===== config.mk =====
export PLATFORM = sky130hd
export DESIGN_NAME = spawn_arbiter_flat
export DESIGN_NICKNAME = d
export VERILOG_FILES = /design/src/rtl/spawn_arbiter_pkg.sv /design/src/rtl/spawn_arbiter_if.sv /design/src/rtl/spawn_arbiter_rr_pick.sv /design/src/rtl/spawn_arbiter.sv /design/src/flat_wrapper.sv
export SDC_FILE = /design/constraint.sdc
export NUM_CORES = 1
export LEC_CHECK = 0
export CAP_MARGIN = 25
export CORE_ASPECT_RATIO = 0.7
export CORE_UTILIZATION = 47
export DETAILED_ROUTE_END_ITERATION = 10
export GPL_TIMING_DRIVEN = 0
export PLACE_DENSITY = 0.88
export SYNTH_ARGS = -nofsm -noshare
export SYNTH_HDL_FRONTEND = slang
export SYNTH_SLANG_ARGS = --single-unit

===== constraint.sdc =====
create_clock -name clk -period 5.3 [get_ports clk]
set_clock_uncertainty 0.1 [all_clocks]
set_input_delay 0.53 -clock clk [delete_from_list [all_inputs] [get_ports clk]]
set_output_delay 0.53 -clock clk [all_outputs]
set_load 0.1 [all_outputs]

===== src/rtl/spawn_arbiter_pkg.sv =====
// Shared definitions for the bullet-spawn arbiter: game FSM state codes
// (same encoding the game FSM drives) and the arbiter's own state encoding.
package spawn_arbiter_pkg;

  localparam logic [1:0] GAME_INITIAL = 2'd0;
  localparam logic [1:0] GAME_PLAYING = 2'd1;
  localparam logic [1:0] GAME_OVER    = 2'd2;

  typedef enum logic [1:0] {
    ARB_IDLE  = 2'd0,
    ARB_ISSUE = 2'd1,
    ARB_GAP   = 2'd2
  } arb_state_e;

endpackage


===== src/rtl/spawn_arbiter_if.sv =====
// Spawn command channel between the arbiter (master) and the bullet pool (slave).
interface spawn_arbiter_if #(
  parameter int N_EMIT    = 4,
  parameter int SLOT_BITS = 5
);
  localparam int SRC_W = $clog2(N_EMIT);

  logic                 spawn_valid;
  logic                 spawn_ready;
  logic [SLOT_BITS-1:0] spawn_slot;
  logic [SRC_W-1:0]     spawn_src;
  logic [N_EMIT-1:0]    grant;

  modport master (output spawn_valid, spawn_slot, spawn_src, grant, input spawn_ready);
  modport slave  (input spawn_valid, spawn_slot, spawn_src, grant, output spawn_ready);

endinterface


===== src/rtl/spawn_arbiter_rr_pick.sv =====
// Rotating priority encoder: returns the first set bit of req_i at or above
// ptr_i, wrapping around. With ptr_i tied to 0 it is a plain lowest-set-bit finder.
module rr_pick #(
  parameter int N  = 4,
  parameter int IW = $clog2(N)
) (
  input  logic [N-1:0]  req_i,
  input  logic [IW-1:0] ptr_i,
  output logic [IW-1:0] idx_o,
  output logic          found_o
);

  logic [IW-1:0] pos;

  // NOTE: every output of a combinational block gets a default first, so no
  // path leaves it unassigned and no latch is inferred.
  always_comb begin
    idx_o = '0;
    pos   = '0;
    // Walk from the farthest offset down so the nearest requester wins last.
    for (int k = N - 1; k >= 0; k--) begin
      pos = IW'((int'(ptr_i) + k) % N);
      if (req_i[pos]) idx_o = pos;
    end
  end

  assign found_o = |req_i;

endmodule


===== src/rtl/spawn_arbiter.sv =====
// Round-robin arbiter sharing the bullet pool write port among N_EMIT emitters.
// Optional spawn counter enabled by defining SPAWN_ARB_STATS_EN.
module spawn_arbiter
  import spawn_arbiter_pkg::*;
#(
  parameter int N_EMIT     = 4,
  parameter int SLOT_BITS  = 5,
  parameter int GAP_CYCLES = 8
) (
  input  logic                    clk,
  input  logic                    rst_n,
  input  logic [1:0]              game_state,
  input  logic [N_EMIT-1:0]       req,
  input  logic [2**SLOT_BITS-1:0] slot_free,
  spawn_arbiter_if.master         spawn_bus,
  output logic [15:0]             spawn_cnt
);

  localparam int         SRC_W    = $clog2(N_EMIT);
  localparam int         POOL     = 2**SLOT_BITS;
  localparam logic [7:0] GAP_INIT = 8'(GAP_CYCLES);

  arb_state_e           state_q;
  logic                 valid_q;
  logic [SLOT_BITS-1:0] slot_q;
  logic [SRC_W-1:0]     src_q, rr_q, rr_d;
  logic [7:0]           gap_q;

  logic [SRC_W-1:0]     pick_idx;
  logic                 pick_found;
  logic [SLOT_BITS-1:0] slot_idx;
  logic                 slot_found;
  logic                 playing, accept;

  rr_pick #(.N(N_EMIT)) u_req_pick (
    .req_i(req), .ptr_i(rr_q), .idx_o(pick_idx), .found_o(pick_found)
  );

  rr_pick #(.N(POOL)) u_slot_pick (
    .req_i(slot_free), .ptr_i('0), .idx_o(slot_idx), .found_o(slot_found)
  );

  assign playing = (game_state == GAME_PLAYING);
  assign accept  = valid_q & spawn_bus.spawn_ready;
  assign rr_d    = (src_q == SRC_W'(N_EMIT - 1)) ? '0 : src_q + 1'b1;

  // NOTE: sequential state uses non-blocking assignments only, so every
  // register samples pre-edge values regardless of statement order.
  always_ff @(posedge clk or negedge rst_n) begin
    if (!rst_n) begin
      state_q <= ARB_IDLE;
      valid_q <= 1'b0;
      slot_q  <= '0;
      src_q   <= '0;
      rr_q    <= '0;
      gap_q   <= '0;
    end else begin
      unique case (state_q)
        ARB_IDLE: begin
          if (playing && pick_found && slot_found) begin
            src_q   <= pick_idx;
            slot_q  <= slot_idx;
            valid_q <= 1'b1;
            state_q <= ARB_ISSUE;
          end
        end
        ARB_ISSUE: begin
          if (!playing) begin
            valid_q <= 1'b0;
            state_q <= ARB_IDLE;
          end else if (accept) begin
            valid_q <= 1'b0;
            if (GAP_CYCLES > 0) begin
              gap_q   <= GAP_INIT;
              state_q <= ARB_GAP;
            end else begin
              state_q <= ARB_IDLE;
            end
          end
        end
        ARB_GAP: begin
          if (!playing || gap_q == 8'd1) begin
            gap_q   <= '0;
            state_q <= ARB_IDLE;
          end else begin
            gap_q <= gap_q - 8'd1;
          end
        end
        default: begin
          valid_q <= 1'b0;
          gap_q   <= '0;
          state_q <= ARB_IDLE;
        end
      endcase

      // Fairness pointer: cleared at INITIAL, frozen at OVER.
      if (game_state == GAME_INITIAL) rr_q <= '0;
      else if (accept && game_state != GAME_OVER) rr_q <= rr_d;
    end
  end

  assign spawn_bus.spawn_valid = valid_q;
  assign spawn_bus.spawn_slot  = slot_q;
  assign spawn_bus.spawn_src   = src_q;
  assign spawn_bus.grant       = accept ? ({{(N_EMIT-1){1'b0}}, 1'b1} << src_q) : '0;

`ifdef SPAWN_ARB_STATS_EN
  logic [15:0] cnt_q;

  always_ff @(posedge clk or negedge rst_n) begin
    if (!rst_n) begin
      cnt_q <= '0;
    end else if (game_state == GAME_INITIAL) begin
      cnt_q <= '0;
    end else if (accept && game_state != GAME_OVER && cnt_q != 16'hFFFF) begin
      cnt_q <= cnt_q + 16'd1;
    end
  end

  assign spawn_cnt = cnt_q;
`else
  assign spawn_cnt = 16'd0;
`endif

endmodule


===== src/flat_wrapper.sv =====
// flat-port wrapper written by rule: the top's interface ports become plain ports
module spawn_arbiter_flat import spawn_arbiter_pkg::*;
#(
  parameter int N_EMIT     = 4,
  parameter int SLOT_BITS  = 5,
  parameter int GAP_CYCLES = 8
)
  (clk, rst_n, game_state, req, slot_free, spawn_cnt, spawn_bus_spawn_valid, spawn_bus_spawn_slot, spawn_bus_spawn_src, spawn_bus_grant, spawn_bus_spawn_ready);
  spawn_arbiter_if #(.N_EMIT(N_EMIT), .SLOT_BITS(SLOT_BITS)) spawn_bus_i ();
  input  logic clk;
  input  logic rst_n;
  input  logic [1:0] game_state;
  input  logic [N_EMIT-1:0] req;
  input  logic [2**SLOT_BITS-1:0] slot_free;
  output logic [15:0] spawn_cnt;
  output wire logic [$bits(spawn_bus_i.spawn_valid)-1:0] spawn_bus_spawn_valid;
  output wire logic [$bits(spawn_bus_i.spawn_slot)-1:0] spawn_bus_spawn_slot;
  output wire logic [$bits(spawn_bus_i.spawn_src)-1:0] spawn_bus_spawn_src;
  output wire logic [$bits(spawn_bus_i.grant)-1:0] spawn_bus_grant;
  input wire logic [$bits(spawn_bus_i.spawn_ready)-1:0] spawn_bus_spawn_ready;
  assign spawn_bus_spawn_valid = spawn_bus_i.spawn_valid;
  assign spawn_bus_spawn_slot = spawn_bus_i.spawn_slot;
  assign spawn_bus_spawn_src = spawn_bus_i.spawn_src;
  assign spawn_bus_grant = spawn_bus_i.grant;
  assign spawn_bus_i.spawn_ready = spawn_bus_spawn_ready;
  spawn_arbiter #(.N_EMIT(N_EMIT), .SLOT_BITS(SLOT_BITS), .GAP_CYCLES(GAP_CYCLES)) u_core (.clk(clk), .rst_n(rst_n), .game_state(game_state), .req(req), .slot_free(slot_free), .spawn_bus(spawn_bus_i), .spawn_cnt(spawn_cnt));
endmodule

Word level (Yosys, flattened, before mapping)
Cells that the tools add are included.
Widths: inputs -> output; s select.
- memories kept: 0
- bits of input ports: 41
- output and inout port bits: 28
- word-level logic and storage cells: 105
- register bits after elaboration: 20
- bits in latches: 0
- bits in writable memories: 0
- bits in read-only memories: 0
- $add $sub $neg: 5
- bitwise logic cells: 3
- div/mod/pow operators: 0
- order comparisons: 4
- reductions and logical operators: 14
- eq/ne operators: 11
- multiplexer cells: 61
- shift operators: 1
- $mul: 0
- operators with widths (kind ; count):
    $mux 5 ; 32
    $reduce_or 32->1 ; 1
    $mux 8 ; 3
    $pmux 8 s3 ; 1
    $mux 2 ; 11
    $lt 2x3->1 const B ; 4
    $reduce_and 3->1 ; 3
    $bmux 1 s2 ; 4
    $eq 8x1->1 const B ; 1
    $ne 2x1->1 const B ; 4
    $sub 8x1->8 const B ; 1
    $mux 1 ; 7
    $pmux 2 s3 ; 1
    $add 2x1->2 const B ; 2
    $add 2x2->2 const B ; 2
    $eq 2x1->1 const B ; 2
    $eq 2x2->1 const B ; 2
    $logic_not 2->1 ; 2
    $mux 4 ; 1
    $reduce_or 4->1 ; 1
    $shl 1x2->4 const A ; 1
    $logic_and 1x1->1 ; 3
    $ne 3x3->1 const B ; 1
    $pmux 1 s3 ; 1
    other kinds (7) ; 8

Depth between registers and ports, before layout
- word-level depth: 32
- mapped depth: 8
- depth with buffers taken out: 8

By module
A second synthesis with hierarchy kept.
- cells, all modules: 795
- area, all modules: 7006.7 sq um
- modules (own cells, without submodules) (module ; cells each ; instances ; seq. area each (sq um) ; area an instance (sq um)):
    rr_pick at u_core.u_slot_pick ; 652 ; 1 ; 0.0 ; 5587.9
    spawn_arbiter ; 130 ; 1 ; 500.5 ; 1341.3
    rr_pick at u_core.u_req_pick ; 13 ; 1 ; 0.0 ; 77.6

Worst setup path after synthesis
No wires, ideal clock.
- path kind: reg2out
- start point: reg u_core.src_q[0] (netlist: u_core.spawn_bus.spawn_src[0])
- end point: out spawn_bus_grant[3]
- required time: 4670 ps
- buffers on the path: 0
- arrival: 2050 ps
- cell stages (with the launch flop): 3
- path slack: 2620 ps
- cells stage by stage: dfrtp_1 ha_1 and3_1
- word-level cells in the longest chain between the ends: 2
- RTL lines (item ; line ; RTL):
    from (decl) ; spawn_arbiter.sv:26 ; logic [SRC_W-1:0] src_q, rr_q, rr_d;
    from (signal assigned) ; spawn_arbiter.sv:61 ; src_q <= pick_idx;
    $shl 1x2->4 ; spawn_arbiter.sv:105 ; assign spawn_bus.grant = accept ? ({{(N_EMIT-1){1'b0}}, 1'b1} << src_q) : '0;
    $mux 4 ; spawn_arbiter.sv:105 ;
    to (decl) ; flat_wrapper.sv:19 ; output wire logic [$bits(spawn_bus_i.grant)-1:0] spawn_bus_grant;
Every way passes these cells.

Worst setup path after layout
- start point: in spawn_bus_spawn_ready
- end point: out spawn_bus_grant[1]
- word-level cells in the longest chain between the ends: 2
- RTL lines (item ; line ; RTL):
    from (decl) ; flat_wrapper.sv:20 ; input wire logic [$bits(spawn_bus_i.spawn_ready)-1:0] spawn_bus_spawn_ready;
    $and 1x1->1 ; spawn_arbiter.sv:44 ; assign accept = valid_q & spawn_bus.spawn_ready;
    $mux 4 ; spawn_arbiter.sv:105 ;
Every way passes these cells.

==> impl_metrics.env <==
export IMPL_drt_iter0_markers=170
export IMPL_irDropWorstVdd_mv=0.196
export IMPL_post_cts_buffers=0
export IMPL_first_global_vias=1563
export IMPL_avgRoutedWirePerCell_um=13.0
export IMPL_holdWs_ps=392
export IMPL_final_cell_mix="clkdlybuf4s50_1, nand2_1, a21oi_1, o21ai_0, dfrtp_1"
export IMPL_cp_arrival_ps=2420
export IMPL_clockRootBuffer="clkbuf_8"
export IMPL_postCtsHoldBufs=0
export IMPL_drv_slew=0
export IMPL_synth_xor_area_share=0
export IMPL_grt_pass1_wl_um=7210
export IMPL_netlist_area_sq_um=1720
export IMPL_grt_overflow_total=0
export IMPL_antenna_found_initial=0
export IMPL_path_cells="clkdlybuf4s50_1, and3_1, clkdlybuf4s50_1"
export IMPL_tns_ps=0
export IMPL_power_density_nw_per_um2=356
export IMPL_place_hpwl_um=3560
export IMPL_final_common_cell="clkdlybuf4s50_1"
export IMPL_critPathMaxStageDelay_ps=1120
export IMPL_hold_viol=0
export IMPL_via_count=1792
export IMPL_fillerInstances=286
export IMPL_synth_seq_cells=20
export IMPL_fin_crit_ps=3050
export IMPL_min_path_type="register to register"
export IMPL_synth_top_family_by_area="compound AO/OA/AOI/OAI gates"
export IMPL_end_kind="output pin"
export IMPL_cp_common_cell="clkdlybuf4s50_1"
export IMPL_min_path_cells=1
export IMPL_nets=339
export IMPL_grtUsageTotal=0.244
export IMPL_startpoint_type="input port"
export IMPL_syn_to_final_growth_pct=41.0
export IMPL_dpl_cell_area_sq_um=2360
export IMPL_start_util=0.520
export IMPL_wl_um=4350
export IMPL_clk_pin_slew_ps=70
export IMPL_drt_pass1_iter_count=4
export IMPL_antenna_cells=0
export IMPL_clkPwrFrac=0.173
export IMPL_grt_max_degree=21
export IMPL_ys_seq_area_frac=0.290
export IMPL_die_w_um=74.4
export IMPL_rr_worst_depth=6
export IMPL_fmax_ghz=0.328
export IMPL_coreArea_sq_um=3320
export IMPL_grt_setup_unrepaired="false"
export IMPL_htreeDepth=1
export IMPL_ys_types=42
export IMPL_worstPathRequired_ps=4670
export IMPL_cts_sinks=20
export IMPL_synth_fa_ha_area_frac=0.0653
export IMPL_power_frac_seq=0.255
export IMPL_cell_internal_pwr_uw=425
export IMPL_cts_tree="done"
export IMPL_post_route_period_util=0.575
export IMPL_route_detailed_drc=0
export IMPL_routed_via_density=5.35
export IMPL_ys_warn_count=0
export IMPL_cpMaxStageDelayCell="clkdlybuf4s50_1"
export IMPL_syn_avg_cell_area_sq_um=7.95
export IMPL_swShare=0.509
export IMPL_total_power_uw=865
export IMPL_io_buffers=52
export IMPL_critPathMaxFanout=7
export IMPL_layout_drive_gt1_share=0.122
export IMPL_die_area_sq_um=3920
export IMPL_synth_simple_area_share=0.246
export IMPL_clk_path_buf_depth=2
export IMPL_cts_resized=0
export IMPL_synthMuxAreaShare=0.0239
export IMPL_setup_violations=0
export IMPL_antenna_left=0
export IMPL_leakagePower_nw=1.06
export IMPL_power_frac_comb=0.571
export IMPL_rows=17
export IMPL_critical_path_class="input port to output pin"
export IMPL_max_slew_margin_rel=0.333
export IMPL_fin_ws_ps=2250
export IMPL_outcome="completed"
export IMPL_place_congestion=0.868
export IMPL_clock_latency_ps=260
export IMPL_io_pins=69
export IMPL_finalInstanceArea_sq_um=2430
export IMPL_cts_buffers=3
export IMPL_syn_inst=217
export IMPL_drv_cap=0
export IMPL_dpl_worst_slack_ps=2240
export IMPL_synth_compound_area_share=0.259
export IMPL_die_y_um=52.7
export IMPL_tightest_slew_ps=997
export IMPL_p_sw_uw=440
export IMPL_r2r_setup_slack_ps=3130
[registers in the layout, indices dropped and copies added, names as in the netlist]
name	flops
u_core.gap_q	8
u_core.rr_q	2
u_core.spawn_bus.spawn_slot	5
u_core.spawn_bus.spawn_src	2
u_core.spawn_bus.spawn_valid	1
u_core.state_q	2
[cells by family after synthesis]
| group | Yosys count |
|---|---|
| flip-flops | 20 |
| adder cells (fa/ha/maj) | 9 |
| AO/OA/AOI/OAI | 69 |
| multiplexers | 4 |
| other | 1 |
| buffers and inverters | 35 |
| AND/OR/NAND/NOR | 79 |
[power groups by stage]
| stage | clock (mW) | combinational [mW] | sequential, mW |
|---|---|---|---|
| 2_1_floorplan | 0 | 0.227 | 0.344 |
| 3_3_place_gp | 0 | 0.479 | 0.219 |
| 3_5_place_dp | 0 | 0.487 | 0.222 |
| 4_1_cts | 0.154 | 0.490 | 0.220 |
| 5_1_grt | 0.156 | 0.525 | 0.228 |
| 6_report | 0.150 | 0.494 | 0.221 |
[cells in the mapped netlist]
master     number  area, sq um
nor2b_1         1         6.26
a2111oi_0       2         17.5
or3_1           1         6.26
o21bai_2        1         11.3
a31o_2          1         8.76
or4_4           2         22.5
inv_1          18         67.6
nand2_1        28          105
o311ai_0        1         8.76
o21ai_0        22          110
nor4_1          8         50.1
nor4_4          1         21.3
a31oi_1         2         12.5
dfrtp_1        20          500
o221a_2         1         11.3
nand3b_1        1         7.51
nor2_4          1         11.3
mux2_2          1         11.3
and2b_2         1         8.76
and4_2          1         10.0
o22ai_1         1         6.26
a21o_1          1         7.51
o41ai_1         3         26.3
o31ai_1         7         52.6
conb_1          1         3.75
o21a_1          1         7.51
nor3_1          5         25.0
nand3_1         4         20.0
nor4_2          1         12.5
a21oi_1        22          110
nor2_1         14         52.6
nand2b_1        3         18.8
or4_1           2         15.0
ha_1            9          113
a41oi_4         1         27.5
buf_4          17          128
a311oi_1        1         8.76
a21boi_2        1         11.3
and3_1          4         25.0
mux2i_1         3         30.0
a221oi_1        1         8.76
nand2_2         1         6.26
[metrics by stage]
step / utilization / instances
floorplan: - / 232
global placement: 0.711 / 331
detailed placement: 0.711 / 331
CTS: 0.733 / 335
global route: 0.733 / 335
finish: 0.733 / 335
[worst max-delay path: cells and delay by family]
family,cells,cell delay (ps)
buffers and inverters,2,1690
and+or+nand+nor,1,190
[final cells by class]
| class | count | area [sq um] | area share |
|---|---|---|---|
| sequential | 20 | 500 | 0.206 |
| buffer | 17 | 128 | 0.0525 |
| timing repair buffer | 52 | 520 | 0.214 |
| multi-input combinational | 177 | 1080 | 0.446 |
| clock inverter | 1 | 30.0 | 0.0124 |
| tap | 47 | 58.8 | 0.0242 |
| clock buffer | 3 | 41.3 | 0.0170 |
| inverter | 18 | 67.6 | 0.0278 |
[metal layers]
metal  track usage  routed length (um)  vias up
li1              -                   -      915
met1         0.360                2150      789
met2         0.381                1820       84
met3        0.0404                 340        4
met4        0.0314                  35        0
met5             0                   0        -
[path summary, 6_finish.rpt]
path | from | to
max in group asynchronous | rst_n | u_core.rr_q[1]$_DFFE_PN0P_
max reg2reg | u_core.gap_q[5]$_DFFE_PN0P_ | u_core.gap_q[7]$_DFFE_PN0P_
min in group asynchronous | rst_n | u_core.gap_q[6]$_DFFE_PN0P_
min reg2reg | u_core.gap_q[7]$_DFFE_PN0P_ | u_core.gap_q[7]$_DFFE_PN0P_
min | u_core.gap_q[7]$_DFFE_PN0P_ | u_core.gap_q[7]$_DFFE_PN0P_
max | spawn_bus_spawn_ready | spawn_bus_grant[1]
No activity file was read; power rests on OpenSTA's default activity.
